### src/rtl/seg_scan_pkg.sv
// Shared constants and helpers for the four-digit seven-segment scan controller.
package seg_scan_pkg;

    // Anode pattern that selects digit 0, and the "no digit selected" pattern
    localparam logic [3:0] ANODE_RESET = 4'b1110;
    localparam logic [3:0] ALL_OFF_AN  = 4'b1111;

    // All segments dark (active-low)
    localparam logic [6:0] SEG_BLANK   = 7'b1111111;

    // Active-low {g,f,e,d,c,b,a} patterns, entry n drives hex digit n
    localparam logic [15:0][6:0] SEG_TABLE = {
        7'b0001110,  // F
        7'b0000110,  // E
        7'b0100001,  // d
        7'b1000110,  // C
        7'b0000011,  // b
        7'b0001000,  // A
        7'b0010000,  // 9
        7'b0000000,  // 8
        7'b1111000,  // 7
        7'b0000010,  // 6
        7'b0010010,  // 5
        7'b0011001,  // 4
        7'b0110000,  // 3
        7'b0100100,  // 2
        7'b1111001,  // 1
        7'b1000000   // 0
    };

    // One stored digit: [4] decimal point on, [3:0] hex nibble
    typedef logic [4:0] digit_t;

    // Next anode pattern of the scan ring (rotate right)
    function automatic logic [3:0] ring_rotate(input logic [3:0] ring);
        return {ring[0], ring[3:1]};
    endfunction

    // Digit index selected by a ring pattern; scan order is 0,3,2,1
    function automatic logic [1:0] ring_to_idx(input logic [3:0] ring);
        logic [1:0] idx;
        case (ring)
            4'b1110: idx = 2'd0;
            4'b1101: idx = 2'd1;
            4'b1011: idx = 2'd2;
            4'b0111: idx = 2'd3;
            default: idx = 2'd0;
        endcase
        return idx;
    endfunction

endpackage

### src/rtl/seg7_decode.sv
// Combinational hex nibble to active-low seven-segment decoder.
module seg7_decode
    import seg_scan_pkg::*;
(
    input  logic [3:0] i_hex,
    output logic [6:0] o_seg
);

    // Table lookup of the segment pattern for the nibble
    always_comb begin
        o_seg = SEG_TABLE[i_hex];
    end

endmodule

### src/rtl/seg_scan_ctrl.sv
// Four-digit multiplexed seven-segment scan controller with shadow/display
// double buffering committed at frame wrap, and per-slot anode dead time.
module seg_scan_ctrl
    import seg_scan_pkg::*;
#(
    parameter int PRESCALE     = 100000,
    parameter int BLANK_CYCLES = 4
) (
    input  logic       clock,
    input  logic       reset,
    input  logic       wr_en,
    input  logic [1:0] wr_addr,
    input  logic [4:0] wr_data,
    input  logic [3:0] digit_en,
    output logic [3:0] an,
    output logic [6:0] seg,
    output logic       dp,
    output logic [1:0] slot_idx,
    output logic       frame_done
);

    localparam int CNT_W = (PRESCALE > 1) ? $clog2(PRESCALE) : 1;
    localparam logic [CNT_W-1:0] CNT_LAST = CNT_W'(PRESCALE - 1);

    logic [CNT_W-1:0] r_cnt;
    logic [CNT_W-1:0] w_cnt_nxt;
    logic [3:0]       r_ring;
    logic [3:0]       w_ring_nxt;
    logic [1:0]       r_slot;
    logic [1:0]       w_slot_nxt;
    digit_t [3:0]     r_shadow;
    digit_t [3:0]     w_shadow_nxt;
    digit_t [3:0]     r_disp;
    digit_t [3:0]     w_disp_nxt;
    logic             w_adv;
    logic             w_wrap;
    logic             w_lit;
    digit_t           w_cur;
    logic [6:0]       w_seg;

    logic [3:0]       r_an;
    logic [6:0]       r_seg;
    logic             r_dp;
    logic             r_frame_done;

    // Prescale counter and slot ring next-state; the slot steps after terminal count
    always_comb begin
        w_adv      = (r_cnt == CNT_LAST);
        w_cnt_nxt  = w_adv ? '0 : r_cnt + CNT_W'(1);
        w_ring_nxt = w_adv ? ring_rotate(r_ring) : r_ring;
        w_slot_nxt = ring_to_idx(w_ring_nxt);
        w_wrap     = w_adv && (r_slot == 2'd1);
    end

    // Shadow write merge, and frame-wrap commit of the merged shadow so a
    // write landing on the commit edge is part of the new frame
    always_comb begin
        w_shadow_nxt = r_shadow;
        if (wr_en) begin
            w_shadow_nxt[wr_addr] = wr_data;
        end
        w_disp_nxt = w_wrap ? w_shadow_nxt : r_disp;
    end

    // Output terms are formed from next-state values so the registered
    // outputs line up with the counter/slot state they describe
    always_comb begin
        w_cur = w_disp_nxt[w_slot_nxt];
        w_lit = digit_en[w_slot_nxt] && (int'(w_cnt_nxt) >= BLANK_CYCLES);
    end

    seg7_decode u_seg7_decode (
        .i_hex (w_cur[3:0]),
        .o_seg (w_seg)
    );

    // Scan state, shadow and display registers
    always_ff @(posedge clock or posedge reset) begin
        if (reset) begin
            r_cnt    <= '0;
            r_ring   <= ANODE_RESET;
            r_slot   <= 2'd0;
            r_shadow <= '0;
            r_disp   <= '0;
        end else begin
            r_cnt    <= w_cnt_nxt;
            r_ring   <= w_ring_nxt;
            r_slot   <= w_slot_nxt;
            r_shadow <= w_shadow_nxt;
            r_disp   <= w_disp_nxt;
        end
    end

    // Registered display outputs and frame-wrap pulse
    always_ff @(posedge clock or posedge reset) begin
        if (reset) begin
            r_an         <= ALL_OFF_AN;
            r_seg        <= SEG_BLANK;
            r_dp         <= 1'b1;
            r_frame_done <= 1'b0;
        end else begin
            r_an         <= w_lit ? w_ring_nxt : ALL_OFF_AN;
            r_seg        <= w_seg;
            r_dp         <= ~w_cur[4];
            r_frame_done <= w_wrap;
        end
    end

    assign an         = r_an;
    assign seg        = r_seg;
    assign dp         = r_dp;
    assign slot_idx   = r_slot;
    assign frame_done = r_frame_done;

endmodule

### config.mk
export PLATFORM = sky130hd
export DESIGN_NAME = seg_scan_ctrl
export DESIGN_NICKNAME = d
export VERILOG_FILES = /design/src/rtl/seg_scan_pkg.sv /design/src/rtl/seg7_decode.sv /design/src/rtl/seg_scan_ctrl.sv
export SDC_FILE = /design/constraint.sdc
export NUM_CORES = 1
export LEC_CHECK = 0
export BUFFER_PORTS_ARGS = -buffer_cell sky130_fd_sc_hd__buf_2
export CAP_MARGIN = 10
export CORE_ASPECT_RATIO = 1.4
export CORE_MARGIN = 10
export CORE_UTILIZATION = 45
export CTS_BUF_LIST = sky130_fd_sc_hd__clkbuf_8
export CTS_CLUSTER_DIAMETER = 120
export DETAILED_ROUTE_END_ITERATION = 10
export RECOVER_POWER = 100
export SLEW_MARGIN = 0
export SYNTH_ARGS = -nofsm -noshare
export SYNTH_HDL_FRONTEND = slang
export SYNTH_SLANG_ARGS = --single-unit
### constraint.sdc
create_clock -name clock -period 3.41 [get_ports clock]
set_clock_uncertainty 0.1 [all_clocks]
set_input_delay 0.8525 -clock clock [delete_from_list [all_inputs] [get_ports clock]]
set_output_delay 0.8525 -clock clock [all_outputs]
set_load 0.005 [all_outputs]
==> impl_metrics.ini <==
[status]
status = finished clean

[detailed_routing]
drt-initial-drc-count = 93
wire_per_inst_um = 16.09
postRouteAntennaNets = 0
dr.pass1.iters = 4
dr_total_vias = 2356
drcViolationCount = 0
vias_per_cell = 5.259
routed_wl_um = 7210

[critical_path]
endpoint = seg[0]
endpoint_kind = flip-flop
r2r-end = seg[0]
arrival_ps = 3320
reg2reg_from = r_cnt[8]
crit_fanout = 9
critical_path.startpoint = r_cnt[8]
r2r_cells = 10
cp.required_ps = 3580
worst-setup-path-type = flip-flop to flip-flop
cp-start-kind = flip-flop
r2r_slack_ps = 250

[timing]
tns_ps = 0
slew_headroom = 0.09529
finalSetupViolCount = 0
period_minus_slack_ps = 3155
worst_slack_ps = 254.5
fmax_mhz = 316.9
hold_viol = 0
tightest_slew_ps = 1357
drv_slew = 0
rsz0062_at_grt = no
fin_crit_sh = 0.9254

[cells_and_area]
seq_area_um2 = 1921
n_fill_cell = 765
synthToLayoutAreaGrowth_pct = 14.31
multi_input_area_um2 = 1647
n_antenna_cell = 0
fin_nets = 360
mostFrequentLayoutCell = dfrtp_1
mostFrequentLayoutCells = dfrtp_1, mux2_1, nand2_1
drive_gt1_frac = 0.2601
utilization = 0.5205

[clocking]
insertion_delay_ps = 340
ctsHoldBuffers = 0
clkSinkCount = 76
cts_setup_buffers = 0
clkTransAtPathRegs_ps = 80
clockBufferDepth = 2
cts_buffers = 9
clockRootBuffer = clkbuf_8
h-tree-depth = 3
cts_tree = done
cts_resized = 0

[logic_synthesis]
synthCells = 293
synth_flop_cell = dfrtp_1
synth_area_um2 = 3689
synth_top_family_by_area = multiplexers
yosysSeqAreaShare = 0.5207
synth-compound-area-share = 0.04104
synth_seq_cells = 76
synth_fa_ha_area_frac = 0.01696
synth_mux_area_frac = 0.2188
synth_cell_type_count = 53
synth.net_count = 312
synthXorXnorAreaFrac = 0.03799
async_flop_share = 1.000
synth_edf_count = 0
ys_warn_count = 0
synthSimpleGateAreaFrac = 0.1323
syn_avg_cell_area_um2 = 12.59

[power_and_ir_drop]
internal-power_uw = 1408
netSwitchingFraction = 0.2252
power_switching_uw = 409.4
clkPwrFrac = 0.420
power_density_nw_per_um2 = 431.1
combPwrFrac = 0.052
power_leakage_uw = 0.002086
seqPwrFrac = 0.528
irDropWorstVdd_mv = 0.2479

[floorplan]
dieArea_um2 = 12270
die-height_um = 127.1
io_pins = 29
num_rows = 39
dieWidth_um = 96.52
core-area_um2 = 8100
initial_core_util = 0.4554

[run]
drv_cap = 0

[grt]
antenna_found_initial = 0
grt_pass1_vias = 2509
grt_use_total = 0.1251
overflow = 0
grt_max_degree = 31
grt_pass1_wl_um = 12260

[placed_design]
io_buffers = 28
pre_cts_slack_ps = 147.0
place_congestion = 0.8395
dpl.hpwl_um = 5432

[hold_path]
min_path_type = flip-flop to flip-flop
## flip-flops by register name, indices dropped and copies added (netlist names)
register and flops:
r_cnt 17, slot_idx 2, r_ring 4, dp 1, an 4, r_shadow 20
frame_done 1, seg 7, r_disp 20
## worst min-delay path by stage
stage | from | endpoint | slack (ps) | depth (start not counted)
2_1_floorplan | r_cnt[0] | r_cnt[0] | 330 | 1
3_3_place_gp | r_cnt[0] | r_cnt[0] | 350 | 1
3_5_place_dp | r_cnt[0] | r_cnt[0] | 350 | 1
4_1_cts | r_cnt[0] | r_cnt[0] | 370 | 1
5_1_grt | r_cnt[0] | r_cnt[0] | 390 | 1
6_report | r_cnt[0] | r_cnt[0] | 370 | 1
## layout make-up
class	count	area share
repair buffers	49	0.06291
inverters	9	0.008012
clock inverters	7	0.02344
multi-input cells	196	0.3905
flip-flops and latches	76	0.4555
well taps	102	0.03027
clock buffers	9	0.02938
## cell usage after synthesis, types with 2 or more instances
cell type | instances | area [um^2]
a2111oi_0 | 2 | 17.52
a21oi_1 | 2 | 10.01
and2_1 | 2 | 12.51
and3_1 | 3 | 18.77
and4bb_1 | 2 | 25.02
buf_2 | 4 | 20.02
buf_4 | 3 | 22.52
buf_6 | 3 | 33.78
dfrtp_1 | 61 | 1526
dfstp_2 | 15 | 394.1
ha_1 | 5 | 62.56
inv_1 | 9 | 33.78
mux2_1 | 3 | 33.78
mux2_2 | 40 | 450.4
mux2_4 | 3 | 45.04
mux2i_1 | 21 | 210.2
mux2i_4 | 3 | 67.56
nand2_1 | 22 | 82.58
nand2b_1 | 5 | 31.28
nand3_1 | 11 | 55.05
nand3b_1 | 2 | 15.01
nand4_1 | 5 | 31.28
nand4b_1 | 2 | 17.52
nor2_1 | 17 | 63.81
nor2b_1 | 2 | 12.51
nor3_1 | 4 | 20.02
o2bb2ai_1 | 2 | 17.52
xnor2_1 | 11 | 96.34
xor2_1 | 5 | 43.79
## routing by layer
layer | up-vias | global-route usage | wire length, um
li1 | 1139 | - | -
met1 | 1159 | 0.1453 | 3084
met2 | 46 | 0.2114 | 3686
met3 | 12 | 0.03341 | 301
met4 | 0 | 0.04803 | 137
met5 | - | 0 | 0
## critical path: stages (launching register included)
cell	delay, ps
dfrtp_1	470
nor4b_4	340
nand4_2	220
clkbuf_2	250
o2111a_1	160
nor2_1	440
mux2_2	450
ha_1	240
inv_1	80
nor3_1	50
a211o_1	280
## cell families (layout without fill, tap and decap cells)
| kind of cell | Yosys count | count (layout) |
|---|---|---|
| AND/OR/NAND/NOR | 87 | 87 |
| flip-flops | 76 | 76 |
| multiplexers | 70 | 70 |
| buffers and inverters | 21 | 74 |
| AO/OA/AOI/OAI | 18 | 18 |
| XOR/XNOR | 16 | 16 |
| adder cells (fa/ha/maj) | 5 | 5 |
## power by group through the flow
stage	Clock, uW	Combinational (uW)	Sequential (uW)
final	763	94.4	960
after CTS	789	107	961
after floorplan	0	68.3	974
after global placement	0	104	975
after detailed placement	0	106	978
after global routing	829	107	965
## per-stage QoR
step | instance area [um^2] | instances | total power, uW | hold WS [ps]
finish | 4217 | 448 | 1818 | 372.9
global placement | 4054 | 432 | 1079 | 349.2
detailed placement | 4054 | 432 | 1084 | 352.1
global route | 4217 | 448 | 1901 | 389.8
CTS | 4277 | 448 | 1856 | 370.3
floorplan | 3689 | 293 | 1042 | 332.9
No activity file was read; power rests on OpenSTA's default activity.
